File: config.mk
export PLATFORM = sky130hd
export DESIGN_NAME = ifu_fetch
export DESIGN_NICKNAME = d
export VERILOG_FILES = /design/src/rtl/ifu_fetch.sv
export SDC_FILE = /design/constraint.sdc
export NUM_CORES = 1
export LEC_CHECK = 0
export CORE_AREA = 2 2 104 157
export DETAILED_ROUTE_END_ITERATION = 8
export DIE_AREA = 0 0 106 159
export GPL_ROUTABILITY_DRIVEN = 0
export GPL_TIMING_DRIVEN = 0
export PLACE_DENSITY = 0.7
export SYNTH_ARGS = -nofsm -noshare
export SYNTH_HDL_FRONTEND = slang
export SYNTH_SLANG_ARGS = --single-unit
File: constraint.sdc
create_clock -name clk -period 2.35 [get_ports clk]
set_input_delay 0.47 -clock clk [delete_from_list [all_inputs] [get_ports clk]]
set_output_delay 0.47 -clock clk [all_outputs]
set_load 0.1 [all_outputs]
File: src/rtl/ifu_fetch.sv
// Instruction fetch unit: owns the fetch PC, keeps one imem request in flight and
// hands each fetched word with its PC to the core; redirects squash pending work.
module ifu_fetch #(
  parameter logic [31:0] RESET_PC = 32'h8000_0000,
  parameter logic [31:0] NOP_INST = 32'h0000_0013
) (
  input  logic        clk,
  input  logic        rst,
  input  logic        redirect_valid,
  input  logic [31:0] redirect_pc,
  output logic        imem_req_valid,
  input  logic        imem_req_ready,
  output logic [31:0] imem_req_addr,
  input  logic        imem_resp_valid,
  input  logic [31:0] imem_resp_data,
  input  logic        imem_resp_err,
  output logic        inst_valid,
  input  logic        inst_ready,
  output logic [31:0] inst_pc,
  output logic [31:0] inst_data,
  output logic        inst_err,
  output logic [31:0] fetch_count
);

  typedef enum logic [2:0] {
    S_IDLE,
    S_REQ,
    S_WAIT,
    S_OUT,
    S_DRAIN
  } state_e;

  state_e      state_q, state_d;
  logic [31:0] fetch_pc_q, fetch_pc_d;
  logic [31:0] inst_pc_q, inst_pc_d;
  logic [31:0] inst_data_q, inst_data_d;
  logic        inst_err_q, inst_err_d;
  logic [31:0] fetch_count_q, fetch_count_d;
  logic [31:0] redir_pc;

  assign redir_pc = redirect_pc & ~32'h3;

  always_ff @(posedge clk or negedge rst) begin
    if (!rst) begin
      state_q       <= S_IDLE;
      fetch_pc_q    <= RESET_PC;
      inst_pc_q     <= RESET_PC;
      inst_data_q   <= NOP_INST;
      inst_err_q    <= 1'b0;
      fetch_count_q <= '0;
    end else begin
      state_q       <= state_d;
      fetch_pc_q    <= fetch_pc_d;
      inst_pc_q     <= inst_pc_d;
      inst_data_q   <= inst_data_d;
      inst_err_q    <= inst_err_d;
      fetch_count_q <= fetch_count_d;
    end
  end

  always_comb begin
    state_d       = state_q;
    fetch_pc_d    = fetch_pc_q;
    inst_pc_d     = inst_pc_q;
    inst_data_d   = inst_data_q;
    inst_err_d    = inst_err_q;
    fetch_count_d = fetch_count_q;
    case (state_q)
      S_IDLE: state_d = S_REQ;
      // A request accepted in the redirect cycle still carries the old address,
      // so its response must be drained before fetching the target.
      S_REQ: begin
        if (imem_req_ready) state_d = redirect_valid ? S_DRAIN : S_WAIT;
      end
      S_WAIT: begin
        if (imem_resp_valid) begin
          if (redirect_valid) begin
            state_d = S_REQ;
          end else begin
            state_d     = S_OUT;
            inst_pc_d   = fetch_pc_q;
            inst_data_d = imem_resp_data;
            inst_err_d  = imem_resp_err;
          end
        end else if (redirect_valid) begin
          state_d = S_DRAIN;
        end
      end
      S_OUT: begin
        if (redirect_valid) begin
          state_d = S_REQ;
        end else if (inst_ready) begin
          state_d       = S_REQ;
          fetch_pc_d    = fetch_pc_q + 32'd4;
          fetch_count_d = fetch_count_q + 32'd1;
        end
      end
      S_DRAIN: begin
        if (imem_resp_valid) state_d = S_REQ;
      end
      default: state_d = S_IDLE;
    endcase
    if (redirect_valid) fetch_pc_d = redir_pc;
  end

  always_comb begin
    imem_req_valid = (state_q == S_REQ);
    inst_valid     = (state_q == S_OUT);
    inst_data      = (state_q == S_OUT) ? inst_data_q : NOP_INST;
    inst_err       = (state_q == S_OUT) && inst_err_q;
  end

  assign imem_req_addr = fetch_pc_q;
  assign inst_pc       = inst_pc_q;
  assign fetch_count   = fetch_count_q;

endmodule

==> summary.md <==
| Metric | Value |
|---|---|
| Maximum vdd drop | `around 730 uV` |
| EDFF count, synth | `0` |
| # hold bufs at CTS | `0` |
| Max_cap viols | `0` |
| Fillers | `between 1000 and 1500` |
| Syn. warnings | `0` |
| Chip Width | `about 110 um` |
| Static Leakage | `4.28 nW` |
| Post-route DRC | `0` |
| Least-Margin Pin Slew | `a little over 1 ns` |
| Power share of the sequential group | `0.309` |
| Hold Path Class | `in -> async` |
| Slew Limit Fails | `0` |
| Critical path class | `reg -> reg` |
| Main area contributors after synthesis | `dfrtp_1 50%, mux2_2 9.2%, and2_1 3.6%, xnor2_1 3.1%, xor2_1 2.9%` |
| Avg Cell Area, Syn | `roughly 11 um^2` |
| H-tree depth | `4` |
| Synth-to-layout area growth | `52.9%` |
| Fmax | `0.433 GHz` |
| Via Count | `a little over 5000` |
| Share of post-route cells with drive strength above 1 | `0.280` |
| Crit path launch type | `flip-flop` |
| 1st-iter DRT viols | `roughly 210` |
| Data arrival, critical path | `roughly 2.6 ns` |
| Worst slew margin | `0.318` |
| Pwr/cell area | `about 1100 nW/um^2` |
| Critical path peak fanout | `10` |
| Final core occ | `0.604` |
| Drt wl/cell | `between 15 and 20 um` |
| Sw power | `0.00469 W` |
| HPWL after DPL | `approximately 13000 um` |
| Period minus WS final | `between 2 and 2.5 ns` |
| TritonCTS clock tree | `done` |
| GRT overflow | `0` |
| Total Wirelength | `between 15000 and 20000 um` |
| CTS Buffer Depth | `2` |
| Cell-internal power | `roughly 0.0055 W` |
| Num rows | `between 50 and 60` |
| Clk slew on worst S/H paths | `approximately 0.06 ns` |
| Core area | `about 15000 um^2` |
| Worst path required time | `around 2.7 ns` |
| Initial antenna violation count | `0` |
| Post-synth top area cell | `dfrtp_1` |
| Vias in the first global route | `roughly 5400` |
| Setup crit end kind | `flip-flop` |
| Via density | `around 5.2` |
| Clk_skew | `between 0.01 and 0.015 ns` |
| DP Worst Slack | `-0.936 ns` |
| Leading cell type by number of instances after synthesis | `dfrtp_1` |
| Die area | `~17000 um^2` |
| Ys flop type | `dfrtp_1` |
| Initial core utilization | `0.395` |
| Period utilization | `0.984` |
| Switching portion of total power | `0.461` |
| Share of the yosys chip area belonging to registers | `0.525` |
| First-pass GRT wire length | `about 29000 um` |
| Async SR Flop Fraction | `1.00` |
| Clock latency on the worst-skew pair | `0.41 ns` |
| CTS Sinks | `about 130` |
| I/O Pins | `202` |
| Most frequent cells after synthesis | `123 x dfrtp_1, 50 x mux2_2, 43 x nand2_1` |
| Post-Syn Instances | `548` |
| Final ANT Viol Nets | `0` |
| #FFs+latches synth | `between 100 and 150` |
| Total CTS buffers | `17` |
| Port bufs | `around 200` |
| Final hold violations | `0` |
| Status | `finished clean` |
| Part of the power in combinational logic | `0.434` |
| Post-route setup slack | `roughly 0.038 ns` |
| Share of power burned in the clock network | `0.257` |
| Post-synth top area share | `0.503` |
| Cell area after synthesis | `approximately 6000 um^2` |
| Total GRT Usage | `0.219` |
| Final setup violation count | `0` |
| Pin count of the biggest net entering global routing | `slightly below 70` |
| Die Ht | `159 um` |
| Count of cell types in the netlist | `50` |
| First-pass iteration count of the detailed router | `4` |
| Clock Root Buffer | `clkbuf_16` |
| Final net count | `roughly 850` |
| Antenna cell count | `0` |
==> state kept, by name (all words and copies together), names as in the netlist <==
name           flops
fetch_count       32
imem_req_addr     30
inst_data_q       32
inst_err_q         1
inst_pc           30
state_q            3
==> metrics by stage <==
stage          instances  power, W  setup TNS, ns  instance area [um^2]  hold WS (ns)
2_1_floorplan        551   0.00646         -0.552                  6190         0.174
3_3_place_gp         949   0.00753        -584.80                  8400         0.458
3_5_place_dp         950   0.00764         -60.26                  8430         0.469
4_1_cts              986    0.0101         -0.318                  9170        0.0514
5_1_grt              990    0.0106        -0.0473                  9350        0.0605
6_report             990    0.0102              0                  9350        0.0349
==> cell usage in the layout (no fill, tap or decap), types with 16 or more instances in the layout <==
cell type        count
dfrtp_1             96
dlygate4sd2_1       92
clkdlybuf4s50_1     66
mux2_2              50
nand2_1             42
buf_12              29
nor2_1              25
dfrtp_2             24
xnor2_1             22
o21ai_0             20
xor2_1              20
nand4_1             19
a31oi_1             17
clkbuf_16           17
nand3_1             16
buf_4               16
==> critical path, stage by stage (launching register included) <==
cell and delay (ns):
dfrtp_2 0.44, buf_4 0.15, nand4b_1 0.26, or4_4 0.53, buf_6 0.17, or4_1 0.47
a31oi_1 0.19
==> per-layer routing <==
layer,global-route usage,vias to the layer above,wire length (um),part of all wire
li1,-,2403,-,-
met2,0.393,181,9780,0.54
met4,0.0843,0,524,0.029
met1,0.243,2575,6910,0.38
met3,0.0594,37,980,0.054
met5,0,-,0,0
==> cell type report <==
| class | instances | area, um^2 | share of cell area |
|---|---|---|---|
| clock inverters | 14 | 156 | 0.0167 |
| inverters | 8 | 35.0 | 0.00375 |
| repair buffers | 206 | 2210 | 0.236 |
| plain buffers | 30 | 181 | 0.0194 |
| multi-input cells | 383 | 2840 | 0.303 |
| flip-flops and latches | 128 | 3250 | 0.348 |
| well taps | 203 | 254 | 0.0272 |
| clock buffers | 18 | 429 | 0.0459 |
==> power by group through the flow <==
stage | logic, W | clock network, W | registers, W
final | 0.00441 | 0.00261 | 0.00314
after global routing | 0.00457 | 0.00277 | 0.00322
after CTS | 0.00433 | 0.00266 | 0.00314
after detailed placement | 0.00445 | 0 | 0.00319
after global placement | 0.00439 | 0 | 0.00314
after floorplan | 0.00121 | 0 | 0.00525
==> cell families after synthesis <==
kind of cell | count (synthesis) | share of synthesized area
flops | 128 | 0.525
simple gates | 216 | 0.209
compound gates | 57 | 0.0579
fa+ha+maj | 2 | 0.00409
buf+inv | 40 | 0.0299
xor+xnor | 42 | 0.0601
other cells | 1 | 0.000613
mux | 62 | 0.114
==> path summary, 6_finish.rpt <==
path / start / to / slack [ns] / cells after the start
min: rst / fetch_count[23] / 0.03 / 1
max reg2reg: state_q[2] / imem_req_addr[30] / 0.04 / 6
max: state_q[2] / imem_req_addr[30] / 0.04 / 6
max in group asynchronous: rst / inst_data_q[1] / 1.51 / 2
min in group clk: fetch_count[31] / fetch_count[31] / 0.47 / 1
min reg2reg: fetch_count[31] / fetch_count[31] / 0.47 / 1
==> timing repair <==
item                       in CTS  in global routing
pin swaps                       1                  2
gates cloned                    0                  0
setup endpoints to repair     153                 48
resized for setup             387                 43
buffers inserted                4                  6
(Power assumes the default switching activity.)
